$ cat src/rtl/bridge_seq_ctrl_if.sv
`default_nettype none
// +--------------------------------------------------------------------------+
// | Interface : bridge_seq_ctrl_if                                            |
// | Purpose   : Groups the request/configuration/status signals and the       |
// |             H-bridge driver signals of bridge_seq_ctrl.                   |
// | Modports  : master - the sequencer (reads cfg/start, drives br_* and      |
// |                      status).                                             |
// |             slave  - the surrounding control logic / bridge model.        |
// | Signals   : start, cfg_half[HW], cfg_burst[BW], cfg_gap[GW], cfg_rep[NW], |
// |             br_load, br_halfdata[HW], br_reset, busy, done, rep_cnt[NW]   |
// |             abort, aborted (only when SEQ_ABORT_EN is defined)            |
// | Revision  : 1.0 - initial release                                         |
// +--------------------------------------------------------------------------+
interface bridge_seq_ctrl_if #(
   parameter int HW = 6,
   parameter int BW = 16,
   parameter int GW = 16,
   parameter int NW = 8
);
   logic          start;
   logic [HW-1:0] cfg_half;
   logic [BW-1:0] cfg_burst;
   logic [GW-1:0] cfg_gap;
   logic [NW-1:0] cfg_rep;
   logic          br_load;
   logic [HW-1:0] br_halfdata;
   logic          br_reset;
   logic          busy;
   logic          done;
   logic [NW-1:0] rep_cnt;
`ifdef SEQ_ABORT_EN
   logic          abort;
   logic          aborted;
`endif

   modport master (
`ifdef SEQ_ABORT_EN
      input  abort,
      output aborted,
`endif
      input  start, cfg_half, cfg_burst, cfg_gap, cfg_rep,
      output br_load, br_halfdata, br_reset, busy, done, rep_cnt
   );

   modport slave (
`ifdef SEQ_ABORT_EN
      output abort,
      input  aborted,
`endif
      output start, cfg_half, cfg_burst, cfg_gap, cfg_rep,
      input  br_load, br_halfdata, br_reset, busy, done, rep_cnt
   );
endinterface
`default_nettype wire

$ cat src/rtl/bridge_seq_ctrl.sv
`default_nettype none
// +--------------------------------------------------------------------------+
// | Module    : bridge_seq_ctrl                                               |
// | Purpose   : Sequencer for the H-bridge excitation driver. Programs the    |
// |             bridge half-period (br_halfdata/br_load), then gates the      |
// |             bridge through br_reset to produce cfg_rep bursts of          |
// |             cfg_burst cycles separated by cfg_gap idle cycles.            |
// | Ports     : clkin       in   sole clock, posedge                          |
// |             reset       in   asynchronous, active-low                     |
// |             bus         if   bridge_seq_ctrl_if.master                    |
// |               start/cfg_*    request and run configuration                |
// |               br_load        load strobe, rising edge captures data       |
// |               br_halfdata    half-period data to the bridge               |
// |               br_reset       active-high bridge hold (0 = running)        |
// |               busy/done      run status, one-cycle completion pulse       |
// |               rep_cnt        bursts completed in current/last run         |
// | Options   : SEQ_ABORT_EN - adds bus.abort / bus.aborted early termination |
// | Revision  : 1.0 - initial release                                         |
// +--------------------------------------------------------------------------+
module bridge_seq_ctrl #(
   parameter int HW         = 6,
   parameter int BW         = 16,
   parameter int GW         = 16,
   parameter int NW         = 8,
   parameter int SETTLE_CYC = 4
) (
   input  wire logic            clkin,
   input  wire logic            reset,
   bridge_seq_ctrl_if.master    bus
);

   // One shared down-counter times SETTLE, BURST and GAP.
   localparam int              c_CW     = (BW > GW) ? BW : GW;
   localparam logic [c_CW-1:0] c_ONE    = c_CW'(1);
   localparam logic [c_CW-1:0] c_SETTLE = c_CW'(SETTLE_CYC);

   typedef enum logic [2:0] {
      S_IDLE   = 3'd0,
      S_SETUP  = 3'd1,
      S_STROBE = 3'd2,
      S_SETTLE = 3'd3,
      S_BURST  = 3'd4,
      S_GAP    = 3'd5,
      S_DONE   = 3'd6
   } state_t;

   state_t          r_state,       w_state_nxt;
   logic [c_CW-1:0] r_cnt,         w_cnt_nxt;
   logic [BW-1:0]   r_sh_burst,    w_sh_burst_nxt;
   logic [GW-1:0]   r_sh_gap,      w_sh_gap_nxt;
   logic [NW-1:0]   r_sh_rep,      w_sh_rep_nxt;
   logic [NW-1:0]   r_rep_cnt,     w_rep_cnt_nxt;
   logic [HW-1:0]   r_br_halfdata, w_br_halfdata_nxt;
   logic            r_br_load,     w_br_load_nxt;
   logic            r_br_reset,    w_br_reset_nxt;
   logic            r_busy,        w_busy_nxt;
   logic            r_done,        w_done_nxt;
   logic            w_abort;
   logic            w_abort_hit;
   logic            w_start_acc;

`ifdef SEQ_ABORT_EN
   logic            r_aborted;
   assign w_abort     = bus.abort;
   assign bus.aborted = r_aborted;
`else
   assign w_abort     = 1'b0;
`endif

   // Abort is only meaningful while a run is in flight.
   assign w_abort_hit = w_abort && (r_state != S_IDLE) && (r_state != S_DONE);
   assign w_start_acc = (r_state == S_IDLE) && bus.start;

   always_comb begin
      w_state_nxt       = r_state;
      w_cnt_nxt         = r_cnt;
      w_sh_burst_nxt    = r_sh_burst;
      w_sh_gap_nxt      = r_sh_gap;
      w_sh_rep_nxt      = r_sh_rep;
      w_rep_cnt_nxt     = r_rep_cnt;
      w_br_halfdata_nxt = r_br_halfdata;

      case (r_state)
         S_IDLE: begin
            if (bus.start) begin
               w_sh_burst_nxt = bus.cfg_burst;
               w_sh_gap_nxt   = bus.cfg_gap;
               w_sh_rep_nxt   = bus.cfg_rep;
               w_rep_cnt_nxt  = '0;
               if ((bus.cfg_rep == '0) || (bus.cfg_burst == '0)) begin
                  w_state_nxt = S_DONE;
               end else begin
                  // Data goes out on entry to SETUP so it is stable for a
                  // full cycle before the strobe rises.
                  w_br_halfdata_nxt = bus.cfg_half;
                  w_state_nxt       = S_SETUP;
               end
            end
         end
         S_SETUP: begin
            w_state_nxt = S_STROBE;
         end
         S_STROBE: begin
            w_state_nxt = S_SETTLE;
            w_cnt_nxt   = c_SETTLE;
         end
         S_SETTLE: begin
            if (r_cnt <= c_ONE) begin
               w_state_nxt = S_BURST;
               w_cnt_nxt   = c_CW'(r_sh_burst);
            end else begin
               w_cnt_nxt = r_cnt - c_ONE;
            end
         end
         S_BURST: begin
            if (r_cnt <= c_ONE) begin
               w_rep_cnt_nxt = r_rep_cnt + NW'(1);
               if ((r_rep_cnt + NW'(1)) == r_sh_rep) begin
                  w_state_nxt = S_DONE;
               end else begin
                  w_state_nxt = S_GAP;
                  // A zero gap still needs one high cycle to restart the bridge.
                  w_cnt_nxt   = (r_sh_gap == '0) ? c_ONE : c_CW'(r_sh_gap);
               end
            end else begin
               w_cnt_nxt = r_cnt - c_ONE;
            end
         end
         S_GAP: begin
            if (r_cnt <= c_ONE) begin
               w_state_nxt = S_BURST;
               w_cnt_nxt   = c_CW'(r_sh_burst);
            end else begin
               w_cnt_nxt = r_cnt - c_ONE;
            end
         end
         S_DONE: begin
            w_state_nxt = S_IDLE;
         end
         default: begin
            w_state_nxt = S_IDLE;
         end
      endcase

      // An abort cancels whatever the state decode chose, including a burst
      // completion on the same edge: only fully completed bursts count.
      if (w_abort_hit) begin
         w_state_nxt   = S_DONE;
         w_rep_cnt_nxt = r_rep_cnt;
      end

      // Outputs are registered from the next state so they change only on
      // the clock edge and line up exactly with the state they describe.
      w_br_load_nxt  = (w_state_nxt == S_STROBE);
      w_br_reset_nxt = (w_state_nxt != S_BURST);
      w_busy_nxt     = (w_state_nxt != S_IDLE) && (w_state_nxt != S_DONE);
      w_done_nxt     = (w_state_nxt == S_DONE);
   end

   always_ff @(posedge clkin or negedge reset) begin
      if (!reset) begin
         r_state       <= S_IDLE;
         r_cnt         <= '0;
         r_sh_burst    <= '0;
         r_sh_gap      <= '0;
         r_sh_rep      <= '0;
         r_rep_cnt     <= '0;
         r_br_halfdata <= '0;
         r_br_load     <= 1'b0;
         r_br_reset    <= 1'b1;
         r_busy        <= 1'b0;
         r_done        <= 1'b0;
      end else begin
         r_state       <= w_state_nxt;
         r_cnt         <= w_cnt_nxt;
         r_sh_burst    <= w_sh_burst_nxt;
         r_sh_gap      <= w_sh_gap_nxt;
         r_sh_rep      <= w_sh_rep_nxt;
         r_rep_cnt     <= w_rep_cnt_nxt;
         r_br_halfdata <= w_br_halfdata_nxt;
         r_br_load     <= w_br_load_nxt;
         r_br_reset    <= w_br_reset_nxt;
         r_busy        <= w_busy_nxt;
         r_done        <= w_done_nxt;
      end
   end

`ifdef SEQ_ABORT_EN
   always_ff @(posedge clkin or negedge reset) begin
      if (!reset) begin
         r_aborted <= 1'b0;
      end else if (w_start_acc) begin
         r_aborted <= 1'b0;
      end else if (w_abort_hit) begin
         r_aborted <= 1'b1;
      end
   end
`endif

   assign bus.br_load     = r_br_load;
   assign bus.br_halfdata = r_br_halfdata;
   assign bus.br_reset    = r_br_reset;
   assign bus.busy        = r_busy;
   assign bus.done        = r_done;
   assign bus.rep_cnt     = r_rep_cnt;

endmodule
`default_nettype wire

$ cat src/flat_wrapper.sv
// flat-port wrapper written by rule: the top's interface ports become plain ports
module bridge_seq_ctrl_flat 
#(
   parameter int HW         = 6,
   parameter int BW         = 16,
   parameter int GW         = 16,
   parameter int NW         = 8,
   parameter int SETTLE_CYC = 4
)
  (clkin, reset, bus_start, bus_cfg_half, bus_cfg_burst, bus_cfg_gap, bus_cfg_rep, bus_br_load, bus_br_halfdata, bus_br_reset, bus_busy, bus_done, bus_rep_cnt);
  bridge_seq_ctrl_if #(.HW(HW), .BW(BW), .GW(GW), .NW(NW)) bus_i ();
  input  wire logic clkin;
  input  wire logic reset;
  input wire logic [$bits(bus_i.start)-1:0] bus_start;
  input wire logic [$bits(bus_i.cfg_half)-1:0] bus_cfg_half;
  input wire logic [$bits(bus_i.cfg_burst)-1:0] bus_cfg_burst;
  input wire logic [$bits(bus_i.cfg_gap)-1:0] bus_cfg_gap;
  input wire logic [$bits(bus_i.cfg_rep)-1:0] bus_cfg_rep;
  output wire logic [$bits(bus_i.br_load)-1:0] bus_br_load;
  output wire logic [$bits(bus_i.br_halfdata)-1:0] bus_br_halfdata;
  output wire logic [$bits(bus_i.br_reset)-1:0] bus_br_reset;
  output wire logic [$bits(bus_i.busy)-1:0] bus_busy;
  output wire logic [$bits(bus_i.done)-1:0] bus_done;
  output wire logic [$bits(bus_i.rep_cnt)-1:0] bus_rep_cnt;
  assign bus_i.start = bus_start;
  assign bus_i.cfg_half = bus_cfg_half;
  assign bus_i.cfg_burst = bus_cfg_burst;
  assign bus_i.cfg_gap = bus_cfg_gap;
  assign bus_i.cfg_rep = bus_cfg_rep;
  assign bus_br_load = bus_i.br_load;
  assign bus_br_halfdata = bus_i.br_halfdata;
  assign bus_br_reset = bus_i.br_reset;
  assign bus_busy = bus_i.busy;
  assign bus_done = bus_i.done;
  assign bus_rep_cnt = bus_i.rep_cnt;
  bridge_seq_ctrl #(.HW(HW), .BW(BW), .GW(GW), .NW(NW), .SETTLE_CYC(SETTLE_CYC)) u_core (.clkin(clkin), .reset(reset), .bus(bus_i));
endmodule
$ cat config.mk
export PLATFORM = sky130hd
export DESIGN_NAME = bridge_seq_ctrl_flat
export DESIGN_NICKNAME = d
export VERILOG_FILES = /design/src/rtl/bridge_seq_ctrl_if.sv /design/src/rtl/bridge_seq_ctrl.sv /design/src/flat_wrapper.sv
export SDC_FILE = /design/constraint.sdc
export NUM_CORES = 1
export LEC_CHECK = 0
export ABC_AREA = 1
export CORE_ASPECT_RATIO = 2
export CORE_MARGIN = 2
export CORE_UTILIZATION = 48
export DETAILED_ROUTE_END_ITERATION = 6
export GPL_TIMING_DRIVEN = 0
export PLACE_DENSITY = 0.73
export SETUP_SLACK_MARGIN = 0.02
export SYNTH_ARGS = -nofsm -noshare
export SYNTH_HDL_FRONTEND = slang
export SYNTH_SLANG_ARGS = --single-unit
$ cat constraint.sdc
create_clock -name clkin -period 3.4 [get_ports clkin]
set_input_delay 0.34 -clock clkin [delete_from_list [all_inputs] [get_ports clkin]]
set_output_delay 0.34 -clock clkin [all_outputs]
set_load 0.05 [all_outputs]
; ---- Word-level counts from Yosys, hierarchy flattened
; Cells that the tools add are included.
[classes]
n_mux = 14
addsub = 2
magnitude_cmp = 1
n_reduce_logical = 14
bitwise = 1
n_eq_ne = 13
[ops]
columns = op, count
row1 = two-way mux 16 bit, 4
row2 = one-hot mux 16 bit (3 select lines), 1
row3 = logical NOT 16 bit, 2
row4 = <= comparator 16 x 1 -> 1 bit (second input constant), 1
row5 = two-way mux 8 bit, 2
row6 = one-hot mux 8 bit (2 select lines), 1
row7 = subtractor 16 x 1 -> 16 bit (second input constant), 1
row8 = one-hot mux 3 bit (5 select lines), 1
row9 = two-way mux 3 bit, 4
row10 = == test 3 x 2 -> 1 bit (second input constant), 3
row11 = == test 3 bit (second input constant), 3
row12 = != test 3 bit (second input constant), 3
row13 = adder 8 x 1 -> 8 bit (second input constant), 1
row14 = == test 8 bit, 1
row15 = logical NOT 8 bit, 1
row16 = AND reduction 3 bit, 2
row17 = nonzero test 3 bit, 2
row18 = AND reduction 2 bit, 2
row19 = == test 3 x 1 -> 1 bit (second input constant), 1
row20 = logical NOT 3 bit, 1
row21 = two-way mux 2 bit, 1
row22 = != test 2 x 1 -> 1 bit (second input constant), 1
row23 = != test 2 bit (second input constant), 1
row24 = nonzero test 2 bit, 1
row25 = 4 further kinds, 4
[word_totals]
out_inout_bits = 18
in_bits = 49
ff_bits = 77
wordCells = 56

; ---- Logic depth before layout (Yosys ltp)
; Gate-level depths: netlist of the first run.
[logic_depth]
ltp_word = 7
mapped_depth = 15

; ---- Worst setup path after synthesis of the first run
; No wires, ideal clock.
[synth_timing]
path_kind = register -> register
startpoint = register u_core.r_rep_cnt[1] (netlist: u_core.bus.rep_cnt[1])
endpoint = register u_core.r_cnt[3]
stages_incl_launch_ff = 14
t_arrival_ps = 2104
path_slack_ps = 1178
period_less_slack_ps = 2222
setup_time_ps = 118
n_path_buf = 1
path_cell_list = dfrtp_1 > ha_1 > nand2_2 > nor2_2 > nand3_1 > nand3_1 > nand3_1 > nor2_2 > nand3_4 > nand2_8 > inv_4 > buf_8 > nand2_1 > o21ai_2
[synth_between]
elab_chain_len = 4
[synth_rtl]
columns = element, line_no
row1 = start: declaration, bridge_seq_ctrl.sv:52  ; logic [NW-1:0] r_rep_cnt, w_rep_cnt_nxt;
row2 = start signal: assignment, bridge_seq_ctrl.sv:179  ; r_rep_cnt <= w_rep_cnt_nxt;
row3 = adder 8 x 1 -> 8 bit, bridge_seq_ctrl.sv:118  ; if ((r_rep_cnt + NW'(1)) == r_sh_rep) begin
row4 = == test 8 bit, bridge_seq_ctrl.sv:118
row5 = != test 3 bit (no source line), --
row6 = AND reduction 2 bit (no source line), --
row7 = end signal: assignment, bridge_seq_ctrl.sv:175  ; r_cnt <= w_cnt_nxt;
row8 = end: declaration, bridge_seq_ctrl.sv:48  ; logic [c_CW-1:0] r_cnt, w_cnt_nxt;
; Every way passes these cells.
; A chain may end at the register's enable or synchronous reset.

; ---- Worst setup path after layout of the first run
[layout_timing]
startpoint = register u_core.r_cnt[0]
endpoint = register u_core.r_busy (netlist: u_core.bus.busy)
[layout_between]
elab_chain_len = 5
word_cells_on_any_way = 7
classes_between = 1 x order compare / 1 x eq/ne / 3 x mux / 2 x reduce/logical
[layout_rtl]
columns = element, line_no
row1 = <= comparator 16 x 1 -> 1 bit (*), "bridge_seq_ctrl.sv:108, bridge_seq_ctrl.sv:116, bridge_seq_ctrl.sv:130"
row2 = "two-way mux 3 bit, on equally long branches", "bridge_seq_ctrl.sv:108, bridge_seq_ctrl.sv:130, bridge_seq_ctrl.sv:116"
row3 = one-hot mux 3 bit (5 select lines) (*), bridge_seq_ctrl.sv:83  ; case (r_state)
row4 = net u_core.w_state_nxt[0], bridge_seq_ctrl.sv:47  ; state_t r_state, w_state_nxt;
row5 = != test 3 bit or nonzero test 3 bit (tied branches), bridge_seq_ctrl.sv:156  ; w_busy_nxt = (w_state_nxt != S_IDLE) && (w_state_nxt != S_DONE);
row6 = logical AND 1 bit (*), bridge_seq_ctrl.sv:156
row7 = net u_core.w_busy_nxt, bridge_seq_ctrl.sv:56  ; logic r_busy, w_busy_nxt;
row8 = end signal: assignment, bridge_seq_ctrl.sv:183  ; r_busy <= w_busy_nxt;
row9 = end: declaration, bridge_seq_ctrl.sv:56
; The timed path passes the listed nets; every way through them passes the cells marked *.

==> results.txt, run 1 <==
clock power share: 19.1%
RSZ-0062 raised after global routing: false
final setup vio count: 0
post-synth cell types: 40
clock latency on the worst-skew pair: 350 ps
Synth Area in XOR/XNOR: 2.87%
Slew @ Worst Pin: 517 ps
initial antenna violation count: 0
CTS tree: yes
Seq/Total Area, Yosys: 45.6%
first-pass GRT wire length: 19.3 mm
clk slew on worst S/H paths: 70 ps
mux contribution to synthesized area: 1.60%
area of the multi-input gates: 0.00198 sq mm
reg-to-reg critical path startpoint: u_core.r_cnt[0]$_DFFE_PN0P_
Comb pwr share: 48.8%
Async S/R FF share, synth: 100%
synthesized area: 0.00423 sq mm
pre-CTS worst setup slack: 1140 ps
DIE WIDTH: 70.4 microns
Req. time, crit path: 3630 ps
largest cells by area after synthesis: dfrtp_1 (45%), nand2_1 (15%), o21ai_0 (5.8%)
clk sink count: 77
Root Buffer Master: clkbuf_16
CTS Hold Bufs: 1
drt drc: 0
WL/cell: 16.6 microns
Mapped Avg Cell Area: 7.92 sq um
post-synthesis compound-gate area fraction: 12.9%
fin crit period: 2300 ps
Overflow after GRT: 0
fmax: 435 MHz
die area: 0.00963 sq mm
commonest non-fill, non-tap cell in the layout: nand2_1
critical path peak fanout: 8
routed via count: 3878
crit share post-route: 67.6%
Hold Violations, Final: 0
Internal: 2.82 mW
I/O Pins: 67
Main synth FF type: dfrtp_1
worst vdd ir: 0.000488 V
simple-gate share of the synthesized area: 28.5%
PD cells: 979 mW/mm^2
Tot GR Track Use: 26.5%
largest net degree at the start of global routing: 49
Slew Viols, Final: 0
worst setup slack after layout: 1100 ps
die height: 137 microns
largest family of logic cells by synthesized area: simple AND/OR/NAND/NOR gates
Net Sw Power: 2.42 mW
setup_tns: 0 ps
syn nets: 586
status: complete, no violations
DR pass1 iterations: 5
element type at the critical path start: flop
YS warnings: 0
remaining antenna violation count: 0
initial DRC count: 229
post-DR vias/cell: 5.40
number of antenna diodes: 0
maximum clock insertion buffer count: 2
final wirelength: 11.9 mm
fillers: 768
fraction of layout cells with a size suffix above 1: 10.8%
Reg area: 0.00193 sq mm
area leader, netlist: dfrtp_1
HP Class: in2async
share of the synthesized area in the top cell type: 44.9%
Site Rows: 48
most frequent cells in the layout: nand2_1 (164), dfrtp_1 (76), clkdlybuf4s50_1 (65), inv_1 (60), o21ai_0 (49)
CP Class: reg2reg
vias in the first global route: 3964
Area Growth Syn to Fin: 26.6%
number of synthesized flops with an enable pin: 0
Inserted Clock Buffers: 9
Resize count post-CTS: 0
Post-Synth Adder-Cell Area: 0.887%
clock skew: 3.98 ps
worst setup path start: u_core.r_cnt[0]$_DFFE_PN0P_
Port Buffers: 66
NumNets Final: 665
post-CTS setup buffers: 0
Reg power frac: 32.0%
routability cong.: 0.982
core footprint: 0.00859 sq mm
DP HPWL: 9.31 mm
Max transition margin: 65.4%
Syn Inst Count: 534
flops & latches, synth: 77
final core utilization: 62.4%
R2R cell count: 11
worst hold margin: 470 ps
Crit. End Element: flop
max-cap violations: 0
H-tree levels: 3
Sw Ratio: 46.2%
Pleak: 2.57 nW
initial core utilization: 49.3%
Data arrival, critical path: 2530 ps
## cell usage after synthesis, types with 8 or more instances
| cell | n |
|---|---|
| nand3_1 | 28 |
| o21ai_0 | 49 |
| a22oi_1 | 9 |
| nor2_1 | 37 |
| o22ai_1 | 8 |
| xor2_1 | 8 |
| nand4_1 | 9 |
| dfrtp_1 | 76 |
| o21ai_2 | 8 |
| clkbuf_1 | 8 |
| nand2_1 | 164 |
| inv_1 | 60 |
## layer usage
metal  vias to the layer above  GRT usage (%)  wire (microns)  share of wire (%)
met2                       117           51.0            6800                 57
met5                         -              0               0                  0
met4                         0           18.4             778                6.5
li1                       1887              -               -                  -
met1                      1828           25.2            3980                 33
met3                        46           3.17             380                3.2
## kinds of logic after synthesis
logic type	count (synthesis)
simple gates	267
compound gates	90
buf+inv	78
flops	77
xor+xnor	13
mux	6
fa+ha+maj	3
## worst max-delay path, cell delays in order, from the launching register on
cell	delay (ps)
dfrtp_1	420
inv_1	170
ha_1	290
nor2_1	70
nor2_1	180
nand3_4	190
inv_1	200
o21ai_1	80
nor2_1	210
nand2_1	130
o21ai_0	160
nand2_1	70
## path summary, 6_finish.rpt
| path | to | slack, ps |
|---|---|---|
| max | u_core.bus.busy$_DFF_PN0_ | 1100 |
| min | u_core.bus.rep_cnt[3]$_DFFE_PN0P_ | 470 |
| max reg2reg | u_core.bus.busy$_DFF_PN0_ | 1100 |
| min reg2reg | u_core.r_sh_burst[15]$_DFFE_PN0P_ | 500 |
| max in group asynchronous | u_core.r_cnt[8]$_DFFE_PN0P_ | 2360 |
| min in group clkin | u_core.r_sh_burst[15]$_DFFE_PN0P_ | 500 |
## power groups by stage
stage / clock network, mW / logic, mW / registers [mW]
global placement: 0 / 2.49 / 1.67
global route: 1.04 / 2.84 / 1.72
floorplan: 0 / 1.65 / 1.80
detailed placement: 0 / 2.56 / 1.68
CTS: 1.01 / 2.58 / 1.67
finish: 1.00 / 2.56 / 1.68
## final cells by class
class	count	share of cell area (%)
plain buffers	14	1.54
clock buffers	9	4.20
clock inverters	7	1.52
inverters	64	4.53
multi-input cells	379	36.9
flip-flops and latches	77	36.0
well taps	100	2.33
repair buffers	68	13.0
## state kept, by name, indices dropped and copies added (netlist names), 3 cells and up
register / cells
u_core.bus.br_halfdata: 6
u_core.bus.rep_cnt: 8
u_core.r_cnt: 16
u_core.r_sh_burst: 16
u_core.r_sh_gap: 16
u_core.r_sh_rep: 8
u_core.r_state: 3
## metrics by stage
stage	power, mW	cell area, sq um	cells
final	5.25	5360	718
after CTS	5.26	5360	718
after floorplan	3.45	4230	534
after global placement	4.17	5020	700
after detailed placement	4.24	5040	701
after global routing	5.60	5360	718
Note: power is estimated with default switching activity, not from simulation.
==> run 2: changes to the inputs <==
- PLACE_DENSITY: 0.73 -> 0.75
- clock period: 3.4 -> 1.89 ns (I/O delays scaled with it)
==> run 2 against run 1 <==
  * The flow now finishes with violations (setup timing)
  * Combinational power up 120%
  * Clock skew up 1.8 ps
  * Setup slack worse by 1200 ps
  * Sequential power up 83%
  * Global-route usage up 0.92 points
  * Via count up 5.3%
  * Critical path depth up 1
  * Critical endpoint is now u_core.r_cnt[9]$_DFFE_PN0P_
  * Largest power group unchanged
==> results.txt, run 2 (synthesis gave the netlist of run 1 again) <==
status: complete, but fails checks
violated checks: setup timing
biggest regs: u_core.r_cnt: 16 flops, u_core.r_sh_burst: 16 flops, u_core.r_sh_gap: 16 flops
clock latency on the worst-skew pair: 340 ps (about the same)
Req. time, crit path: 2120 ps (-1510 ps)
fmax: 514 MHz (+18%)
Site Rows: 48 (unchanged)
Data arrival, critical path: 2180 ps (-350 ps)
worst vdd ir: 0.000954 V (+96%)
H-tree levels: 3 (unchanged)
DIE WIDTH: 70.4 microns (unchanged)
Hold Violations, Final: 0 (unchanged)
die height: 137 microns (unchanged)
fin crit period: 1950 ps (-352 ps)
maximum clock insertion buffer count: 2 (unchanged)
Pleak: 2.77 nW (+8.0%)
HP Class: in2async
element type at the critical path start: flop
I/O Pins: 67 (unchanged)
vias in the first global route: 4124 (+4.0%)
routed via count: 4085 (+5.3%)
clk slew on worst S/H paths: 60 ps (about the same)
CP dominant cell by count: nand2_1
commonest non-fill, non-tap cell in the layout: nand2_1
area of the multi-input gates: 0.00221 sq mm (+12%)
Overflow after GRT: 0 (unchanged)
Crit. End Element: flop
initial DRC count: 258 (+13%)
fraction of layout cells with a size suffix above 1: 21.2% (+10 points)
CTS tree: yes
die area: 0.00963 sq mm (unchanged)
CP Class: reg2reg
clock skew: 5.73 ps (+1.76 ps)
Max transition margin: 65.9% (+0.44 points)
drt drc: 0 (unchanged)
DR pass1 iterations: 4 (-1)
pre-CTS worst setup slack: -358 ps (-1500 ps)
critical path peak fanout: 10 (+2)
remaining antenna violation count: 0 (unchanged)
Slew Viols, Final: 0 (unchanged)
final core utilization: 68.0% (+5.6 points)
Area Growth Syn to Fin: 37.9%
Root Buffer Master: clkbuf_16
clk sink count: 77 (unchanged)
Cell Chain, Critical Path: ha_4 -> xnor2_2 -> nand2_1 -> nor2_4 -> nand3_2 -> nor2_4 -> nand3_4 -> nand2_8 -> inv_8 -> buf_12 -> nand2_1 -> nand2_1
RSZ-0062 raised after global routing: true
most frequent cells in the layout: nand2_1 (154), dfrtp_1 (69), clkdlybuf4s50_1 (63), inv_1 (52), o21ai_0 (43)
worst setup slack after layout: -56.8 ps (-1160 ps)
worst hold margin: 344 ps (-126 ps)
WL/cell: 17.1 microns (+2.8%)
Reg area: 0.00194 sq mm (+0.45%)
crit share post-route: 103% (+35 points)
PD cells: 1810 mW/mm^2 (+85%)
CP peak stage delay: 430 ps (about the same)
initial core utilization: 49.3% (unchanged)
final setup vio count: 16 (+16)
final wirelength: 12.6 mm (+5.4%)
core footprint: 0.00859 sq mm (unchanged)
NumNets Final: 683 (+2.7%)
Slowest-stage cell, CP: dfrtp_2
initial antenna violation count: 0 (unchanged)
first-pass GRT wire length: 19.8 mm (+2.8%)
Port Buffers: 66 (unchanged)
DP HPWL: 9.20 mm (-1.2%)
number of antenna diodes: 0 (unchanged)
largest net degree at the start of global routing: 45 (-8.2%)
Slew @ Worst Pin: 511 ps (-6.27 ps)
post-DR vias/cell: 5.55 (+2.8%)
Tot GR Track Use: 27.4% (+0.92 points)
fillers: 719 (-6.4%)
routability cong.: 0.927 (-5.5%)
max-cap violations: 0 (unchanged)
Inserted Clock Buffers: 9 (unchanged)
run 2: cell types whose count changed in the layout (fill, tap and decap cells not counted), moves of 6 or more:
cell	before	now
o21ai_0	49	43
inv_2	3	9
dfrtp_2	0	7
nor2_4	2	10
inv_1	60	52
nor2_1	37	28
dfrtp_1	76	69
nand2_1	164	154
buf_4	1	20
run 2: routing by layer:
metal  wire length (microns)  vias up  track usage, %
li1                        -     1926               -
met1                    3990     1968            25.8
met5                       0        -               0
met4                     941        0            19.9
met3                     438       53            3.76
met2                    7220      138            52.4
run 2: worst paths after layout:
path,start,end,slack [ps],cells past startpoint
max,u_core.bus.rep_cnt[0]$_DFFE_PN0P_,u_core.r_cnt[9]$_DFFE_PN0P_,-60,12
min,reset,u_core.bus.rep_cnt[2]$_DFFE_PN0P_,340,2
max reg2reg,u_core.bus.rep_cnt[0]$_DFFE_PN0P_,u_core.r_cnt[9]$_DFFE_PN0P_,-60,12
min reg2reg,u_core.r_sh_burst[5]$_DFFE_PN0P_,u_core.r_sh_burst[5]$_DFFE_PN0P_,500,2
max in group asynchronous,reset,u_core.bus.br_reset$_DFF_PN1_,900,3
min in group clkin,bus_cfg_gap[6],u_core.r_sh_gap[6]$_DFFE_PN0P_,380,3
run 2: metrics by stage:
stage	area (sq um)	instances	power, mW	TNS (ps)
after floorplan	4270	534	6.24	-342
after global placement	5060	700	7.48	-163120
after detailed placement	5080	701	7.64	-8100
after CTS	5710	732	10.2	-459
after global routing	5840	736	11.2	-2240
final	5840	736	10.5	-582
run 2: cell type report:
| class | instances | area share (%) |
|---|---|---|
| multi-input cells | 379 | 37.8 |
| flip-flops and latches | 77 | 33.2 |
| repair buffers | 87 | 15.0 |
| inverters | 64 | 4.35 |
| clock buffers | 11 | 4.33 |
| well taps | 100 | 2.14 |
| plain buffers | 13 | 1.74 |
| clock inverters | 5 | 1.41 |
run 2: what timing repair did:
action | CTS | global route
hold endpoints to repair | 33 | 0
setup endpoints to repair | 41 | 27
resized for setup | 42 | 29
pin swaps | 10 | 13
buffers inserted | 13 | 5
hold buffers | 1 | 0
gates cloned | 1 | 0
run 2: worst max-delay path: cells and delay by family, from the launching register on:
family | cells | cell delay [ps]
AND/OR/NAND/NOR | 8 | 810
XOR/XNOR | 1 | 100
buffers and inverters | 2 | 190
flip-flops | 1 | 430
adder cells (fa/ha/maj) | 1 | 280
run 2: report_power, final:
group	leakage (nW)	switching, mW	internal (mW)	total, mW
Sequential	0.964	0.695	2.39	3.08
Clock	0.166	0.684	1.23	1.91
Combinational	1.64	3.38	2.17	5.55
Total	2.77	4.76	5.78	10.5
